<file path="src/rtl/hwf_pkg.sv">
// Shared types, sizing helper and log-constant table for the HWF SVM kernel engine.
package hwf_pkg;

  typedef enum logic [2:0] {
    ST_IDLE  = 3'd0,
    ST_ACCUM = 3'd1,
    ST_SHIFT = 3'd2,
    ST_EXP   = 3'd3,
    ST_DONE  = 3'd4
  } state_e;

  localparam int LOG_C_FRAC  = 16;
  localparam int LOG_C_MAX_I = 16;

  function automatic int clog2(input int value);
    int result;
    int rem;
    result = 0;
    rem    = value - 1;
    while (rem > 0) begin
      result = result + 1;
      rem    = rem >> 1;
    end
    return result;
  endfunction

  // C[i] = round(-log2(1 - 2^-i) * 2^8).
  function automatic logic [16:0] log_const_q8(input int i);
    logic [16:0] c;
    case (i)
      1:       c = 17'd256;
      2:       c = 17'd106;
      3:       c = 17'd49;
      4:       c = 17'd24;
      5:       c = 17'd12;
      6:       c = 17'd6;
      7:       c = 17'd3;
      8:       c = 17'd1;
      9:       c = 17'd1;
      default: c = 17'd0;
    endcase
    return c;
  endfunction

  // Same constants held with 16 fractional bits; narrower formats round from these.
  function automatic logic [16:0] log_const_q16(input int i);
    logic [16:0] c;
    case (i)
      1:       c = 17'd65536;
      2:       c = 17'd27200;
      3:       c = 17'd12625;
      4:       c = 17'd6102;
      5:       c = 17'd3002;
      6:       c = 17'd1489;
      7:       c = 17'd742;
      8:       c = 17'd370;
      9:       c = 17'd185;
      10:      c = 17'd92;
      11:      c = 17'd46;
      12:      c = 17'd23;
      13:      c = 17'd12;
      14:      c = 17'd6;
      15:      c = 17'd3;
      16:      c = 17'd1;
      default: c = 17'd0;
    endcase
    return c;
  endfunction

  function automatic logic [16:0] log_const(input int i, input int frac_w);
    logic [16:0] hi;
    logic [16:0] res;
    hi = log_const_q16(i);
    if (frac_w == 8) begin
      res = log_const_q8(i);
    end else if (frac_w >= LOG_C_FRAC) begin
      res = hi;
    end else begin
      res = (hi + (17'd1 << (LOG_C_FRAC - 1 - frac_w))) >> (LOG_C_FRAC - frac_w);
    end
    return res;
  endfunction

endpackage

</file>
<file path="src/rtl/hwf_l1_lanes.sv">
// Combinational sum of per-lane absolute pixel differences for one input beat.
module hwf_l1_lanes
  import hwf_pkg::*;
#(
  parameter  int PIX_W = 8,
  parameter  int LANES = 1,
  localparam int SUM_W = PIX_W + clog2(LANES + 1)
) (
  input  logic [LANES*PIX_W-1:0] lanes_a,
  input  logic [LANES*PIX_W-1:0] lanes_b,
  output logic [SUM_W-1:0]       l1_sum
);

  logic [PIX_W-1:0] a_s;
  logic [PIX_W-1:0] b_s;
  logic [PIX_W-1:0] diff_s;

  // Unsigned compare-and-subtract per lane, accumulated across the beat.
  always_comb begin
    l1_sum = '0;
    a_s    = '0;
    b_s    = '0;
    diff_s = '0;
    for (int l = 0; l < LANES; l++) begin
      a_s = lanes_a[l*PIX_W +: PIX_W];
      b_s = lanes_b[l*PIX_W +: PIX_W];
      if (a_s >= b_s) begin
        diff_s = a_s - b_s;
      end else begin
        diff_s = b_s - a_s;
      end
      l1_sum = l1_sum + SUM_W'(diff_s);
    end
  end

endmodule

</file>
<file path="src/rtl/hwf_kernel_engine.sv">
// Streaming HWF SVM kernel: out = bi * 2^(-gamma * L1(x_test, x_sv)).
// Define HWF_SIGNED_COEF_EN to treat bi as two's-complement (magnitude processed, sign reapplied).
module hwf_kernel_engine
  import hwf_pkg::*;
#(
  parameter int PIX_W       = 8,
  parameter int LANES       = 1,
  parameter int NUM_PIXELS  = 64,
  parameter int COEF_W      = 16,
  parameter int FRAC_W      = 8,
  parameter int ITER        = 8,
  parameter int GAMMA_SHIFT = 0
) (
  input  logic                   clk,
  input  logic                   rst,
  input  logic                   start,
  input  logic [COEF_W-1:0]      bi,
  input  logic                   in_valid,
  output logic                   in_ready,
  input  logic [LANES*PIX_W-1:0] x_test,
  input  logic [LANES*PIX_W-1:0] x_sv,
  output logic                   out_valid,
  input  logic                   out_ready,
  output logic [COEF_W-1:0]      kern_out,
  output logic                   busy
);

  localparam int NUM_BEATS = NUM_PIXELS / LANES;
  localparam int NORM_W    = PIX_W + clog2(NUM_PIXELS + 1);
  localparam int SUM_W     = PIX_W + clog2(LANES + 1);
  localparam int E_W       = NORM_W + FRAC_W;
  localparam int BEAT_W    = clog2(NUM_BEATS + 1);
  localparam int ITER_W    = clog2(ITER + 1);

  state_e              state_r;
  logic [NORM_W-1:0]   norm_r;
  logic [BEAT_W-1:0]   beat_cnt_r;
  logic [ITER_W-1:0]   iter_cnt_r;
  logic [COEF_W-1:0]   mag_r;
  logic [COEF_W-1:0]   b_r;
  logic [FRAC_W-1:0]   r_r;
  logic [COEF_W-1:0]   kern_out_r;
  logic                in_ready_r;
  logic                out_valid_r;
  logic                busy_r;
`ifdef HWF_SIGNED_COEF_EN
  logic                neg_r;
  logic                neg_in_s;
`endif

  logic [SUM_W-1:0]    lane_sum_s;
  logic [E_W-1:0]      e_s;
  logic [NORM_W-1:0]   ip_s;
  logic [FRAC_W-1:0]   f_s;
  logic [COEF_W-1:0]   b_shift_s;
  logic [16:0]         c_full_s;
  logic                sub_en_s;
  logic                beat_acc_s;
  logic                last_beat_s;
  logic                last_iter_s;
  logic [COEF_W-1:0]   mag_in_s;
  logic [COEF_W-1:0]   kern_done_s;

  hwf_l1_lanes #(
    .PIX_W (PIX_W),
    .LANES (LANES)
  ) u_l1_lanes (
    .lanes_a (x_test),
    .lanes_b (x_sv),
    .l1_sum  (lane_sum_s)
  );

  // Coefficient magnitude on capture and signed result on completion.
  always_comb begin
`ifdef HWF_SIGNED_COEF_EN
    neg_in_s = bi[COEF_W-1];
    if (bi == {1'b1, {(COEF_W-1){1'b0}}}) begin
      mag_in_s = {1'b0, {(COEF_W-1){1'b1}}};
    end else if (bi[COEF_W-1]) begin
      mag_in_s = -bi;
    end else begin
      mag_in_s = bi;
    end
    if (neg_r) begin
      kern_done_s = -b_r;
    end else begin
      kern_done_s = b_r;
    end
`else
    mag_in_s    = bi;
    kern_done_s = b_r;
`endif
  end

  // Exponent split, integer pre-shift and current log-constant compare.
  always_comb begin
    e_s         = {norm_r, {FRAC_W{1'b0}}} >> GAMMA_SHIFT;
    ip_s        = e_s[E_W-1:FRAC_W];
    f_s         = e_s[FRAC_W-1:0];
    if (ip_s >= NORM_W'(COEF_W)) begin
      b_shift_s = '0;
    end else begin
      b_shift_s = mag_r >> ip_s;
    end
    c_full_s    = log_const(int'(iter_cnt_r), FRAC_W);
    sub_en_s    = ({{(17-FRAC_W){1'b0}}, r_r} >= c_full_s);
    beat_acc_s  = in_valid & in_ready_r;
    last_beat_s = (beat_cnt_r == BEAT_W'(NUM_BEATS - 1));
    last_iter_s = (iter_cnt_r == ITER_W'(ITER));
  end

  // Control FSM with datapath registers and registered handshake outputs.
  always_ff @(posedge clk) begin
    if (rst) begin
      state_r     <= ST_IDLE;
      norm_r      <= '0;
      beat_cnt_r  <= '0;
      iter_cnt_r  <= '0;
      mag_r       <= '0;
      b_r         <= '0;
      r_r         <= '0;
      kern_out_r  <= '0;
      in_ready_r  <= 1'b0;
      out_valid_r <= 1'b0;
      busy_r      <= 1'b0;
`ifdef HWF_SIGNED_COEF_EN
      neg_r       <= 1'b0;
`endif
    end else begin
      case (state_r)
        ST_IDLE: begin
          if (start) begin
            state_r    <= ST_ACCUM;
            mag_r      <= mag_in_s;
`ifdef HWF_SIGNED_COEF_EN
            neg_r      <= neg_in_s;
`endif
            norm_r     <= '0;
            beat_cnt_r <= '0;
            in_ready_r <= 1'b1;
            busy_r     <= 1'b1;
          end
        end
        ST_ACCUM: begin
          if (beat_acc_s) begin
            norm_r     <= norm_r + NORM_W'(lane_sum_s);
            beat_cnt_r <= beat_cnt_r + BEAT_W'(1);
            if (last_beat_s) begin
              state_r    <= ST_SHIFT;
              in_ready_r <= 1'b0;
            end
          end
        end
        ST_SHIFT: begin
          b_r        <= b_shift_s;
          r_r        <= f_s;
          iter_cnt_r <= ITER_W'(1);
          state_r    <= ST_EXP;
        end
        ST_EXP: begin
          if (sub_en_s) begin
            b_r <= b_r - (b_r >> iter_cnt_r);
            r_r <= r_r - c_full_s[FRAC_W-1:0];
          end
          iter_cnt_r <= iter_cnt_r + ITER_W'(1);
          if (last_iter_s) begin
            state_r <= ST_DONE;
          end
        end
        ST_DONE: begin
          // First DONE cycle publishes the result; it then holds until accepted.
          if (!out_valid_r) begin
            out_valid_r <= 1'b1;
            kern_out_r  <= kern_done_s;
          end else if (out_ready) begin
            out_valid_r <= 1'b0;
            busy_r      <= 1'b0;
            state_r     <= ST_IDLE;
          end
        end
        default: begin
          state_r     <= ST_IDLE;
          in_ready_r  <= 1'b0;
          out_valid_r <= 1'b0;
          busy_r      <= 1'b0;
        end
      endcase
    end
  end

  assign in_ready  = in_ready_r;
  assign out_valid = out_valid_r;
  assign kern_out  = kern_out_r;
  assign busy      = busy_r;

endmodule

</file>
<file path="config.mk">
export PLATFORM = sky130hd
export DESIGN_NAME = hwf_kernel_engine
export DESIGN_NICKNAME = d
export VERILOG_FILES = /design/src/rtl/hwf_pkg.sv /design/src/rtl/hwf_l1_lanes.sv /design/src/rtl/hwf_kernel_engine.sv
export SDC_FILE = /design/constraint.sdc
export NUM_CORES = 1
export LEC_CHECK = 0
export ABC_AREA = 0
export BUFFER_PORTS_ARGS = -buffer_cell sky130_fd_sc_hd__buf_4
export CORE_ASPECT_RATIO = 1.25
export CORE_UTILIZATION = 66
export DETAILED_ROUTE_END_ITERATION = 8
export PLACE_DENSITY = 0.95
export REMOVE_ABC_BUFFERS = 1
export SYNTH_ARGS = -nofsm -noshare
export SYNTH_HDL_FRONTEND = slang
export SYNTH_SLANG_ARGS = --single-unit
</file>
<file path="constraint.sdc">
create_clock -name clk -period 11.05 [get_ports clk]
set_input_delay 0 -clock clk [delete_from_list [all_inputs] [get_ports clk]]
set_output_delay 0 -clock clk [all_outputs]
set_load 0.05 [all_outputs]
</file>
==> impl_results.md <==
* Routed wl met2 at 9.457 mm
* Setup violators final at 0
* Total track usage at 0.3491
* Final worst path period share at 0.3946
* Pins Over Slew Limit at 0
* Crit. End Element: register
* Worst hold path endpoint: busy
* Clk_lat worst skew at 0.36 ns
* Top post-synthesis cells by area: dfxtp_1 27%, ha_1 9.2%, a21oi_1 7.3%
* Initial antenna violation count at 0
* Post-route DRC violation count at 0
* TNS Setup at 0 ns
* Leak at 3.190 nW
* Worst Min Path Start: start
* Async S/R FF share, synth at 0
* PD cells at 205.1 mW/mm²
* IO Port Bufs at 55
* Post-synthesis sequential area ratio at 0.2709
* Synth top area share at 0.2709
* YS warnings at 0
* Clock buffer depth at 2
* HP Class: primary input to register
* Yosys reg bits at 96
* Post-synth EDFFs at 0
* Synthesized instance count at 921
* Ant diodes at 0
* First drt pass iteration count at 6
* Initial Utilization at 0.6916
* Global placement routability congestion at 0.9221
* Final antenna-violating net count at 0
* Hold Crit Depth at 4
* Syn Area/Cell at 7.704 µm²
* Status: finished clean
* Fmax at 0.2294 GHz
* Rel. slew slack at 0.2455
* CP startpoint kind: register
* Overflow after GRT at 0
* Vias at 7,157
* Most frequent cells in the layout: 132 x nand2_1, 103 x a21oi_1, 96 x dfxtp_1
* Die ar. at 0.01117 mm²
* Boundary pin count at 56
* WL final at 19.04 mm
* Maximum VDD drop at 0.0001184 V
* Core Area at 0.01026 mm²
* Area grow syn2layout at 12.57%
* DR WL met3 at 1.586 mm
* Die Width at 94.74 µm
* Minimum clock period at 4.360 ns
* Vias per inst at 6.548
* RSZ-0062 raised after global routing: no
* H-tree depth at 3
* Synth Flop Type: dfxtp_1
* Final #Nets at 1,053
* RR Endpoint: b_r[14]
* Synthesized area at 0.007096 mm²
* Data arrival, critical path at 4.58 ns
* Max-cap violations at 0
* Worst Path Class, Setup: register to register
* Detailed Place HPWL at 12.47 mm
* Fill cell count at 718
* Die span in y at 117.9 µm
* Critical path peak fanout at 24
* Synth area leader: dfxtp_1
* Largest net degree at the start of global routing at 43
* First-pass GRT wire length at 31.40 mm
* Worst R2R Path Depth at 15
* Clk sink count at 96
* Vias in the first global route at 6,853
* CTS tree: yes
* Layout cells sized above 1 at 0.1151
* Final Hold Viols at 0
* Placed Cells at 1,061
* R2r startpoint: iter_cnt_r[1]
* Non-filler instance count after layout at 1,093
* Worst slew pin tran at 1.126 ns
* Register-to-register setup slack at 6.69 ns
* Number of post-CTS setup repair buffers at 0
* DR iter-0 viols at 661
* Top Metal Used: met4
* M1 WL at 7.194 mm
* Distinct cells, synth at 72
* Worst EP required at 11.27 ns
* Row cnt at 41
* Clock Skews at 0.01043 ns
* Worst-path clk slew at 0.07 ns
* Root buf cell: clkbuf_16
* WL/cell at 17.42 µm
* Commonest non-fill, non-tap cell in the layout: nand2_1
* TritonCTS Buffers at 9
-- Yosys cell counts (14+ instances only) --
cell type and number:
a211oi_1 19, a21oi_1 103, clkbuf_1 37, dfxtp_1 96, ha_1 52, inv_1 47, mux2i_1 37, nand2_1 132
nand3_1 26, nor2_1 81, nor3_1 24, o21ai_0 34, xnor2_1 16, xor2_1 14
-- state kept, by name, summed over array words and instances (netlist names) --
signal	cells
iter_cnt_r	4
state_r	3
busy	1
b_r	16
kern_out	16
c_full_s	8
mag_r	16
r_r	8
ip_s	15
in_ready	1
out_valid	1
beat_cnt_r	7
-- kinds of logic after synthesis --
| group | Yosys count | share of synthesized area |
|---|---|---|
| muxes | 52 | 0.08870 |
| adders and majority gates | 57 | 0.1058 |
| buffers and inverters | 96 | 0.05219 |
| xor gates and xnor gates | 30 | 0.03703 |
| and+or+nand+nor | 342 | 0.2239 |
| AOI/OAI and AO/OA | 248 | 0.2215 |
| DFF | 96 | 0.2709 |
-- area by class of cell --
cell class,count,area (µm²),area share
sequential,96,1922,0.2406
inverter,49,183.9,0.02303
timing repair buffer,74,595.6,0.07456
clock buffer,9,225.2,0.02820
clock inverter,7,85.08,0.01065
multi-input combinational,729,4815,0.6028
tap,129,161.4,0.02021
-- per-layer routing --
| layer | GRT usage | vias to the layer above |
|---|---|---|
| li1 | - | 3370 |
| met2 | 0.6034 | 423 |
| met4 | 0.1799 | 0 |
| met1 | 0.3922 | 3270 |
| met3 | 0.07623 | 94 |
| met5 | 0 | - |
-- worst max-delay path: stages, from the launching register on --
cell and delay [ns]:
dfxtp_1 0.94, mux2_2 0.43, nor2_1 0.09, a21oi_1 0.07
nor2_1 0.12, a21oi_1 0.05, o21ai_0 0.37, inv_1 0.12
fa_1 0.45, nor2b_1 0.25, o31a_1 0.22, o311ai_0 0.24
a31oi_1 0.25, mux2i_1 0.09, a2111oi_0 0.43, nor3_1 0.11
-- power breakdown --
group          leakage, nW  switching (W)  internal [W]  total, W
registers            0.778      0.0000695      0.000384  0.000453
logic                 2.26       0.000499      0.000355  0.000854
clock network        0.153       0.000151      0.000180  0.000331
-- repair_timing --
action	in CTS	in global routing
gates resized for setup	0	0
endpoints found under the hold margin	16	0
hold buffers	16	0
-- metrics by stage --
stage	utilization	power, W	hold WS, ns	instance area [µm²]	setup slack, ns
detailed placement	0.7327	0.001259	0.2556	7517	6.925
global route	0.7785	0.001738	0.08409	7988	6.446
global placement	0.7327	0.001235	0.2486	7517	7.018
finish	0.7785	0.001639	0.03912	7988	6.690
floorplan	-	0.001072	0.06907	6909	7.479
CTS	0.7785	0.001604	0.04164	7988	6.817
-- how the worst max path moves through the flow --
stage / start / end / depth (start not counted)
floorplan: iter_cnt_r[1] / b_r[14] / 12
global placement: iter_cnt_r[1] / b_r[14] / 12
detailed placement: iter_cnt_r[1] / b_r[14] / 12
CTS: iter_cnt_r[1] / b_r[14] / 15
global route: iter_cnt_r[1] / b_r[14] / 15
finish: iter_cnt_r[1] / b_r[14] / 15
Note: power is estimated with default switching activity, not from simulation.
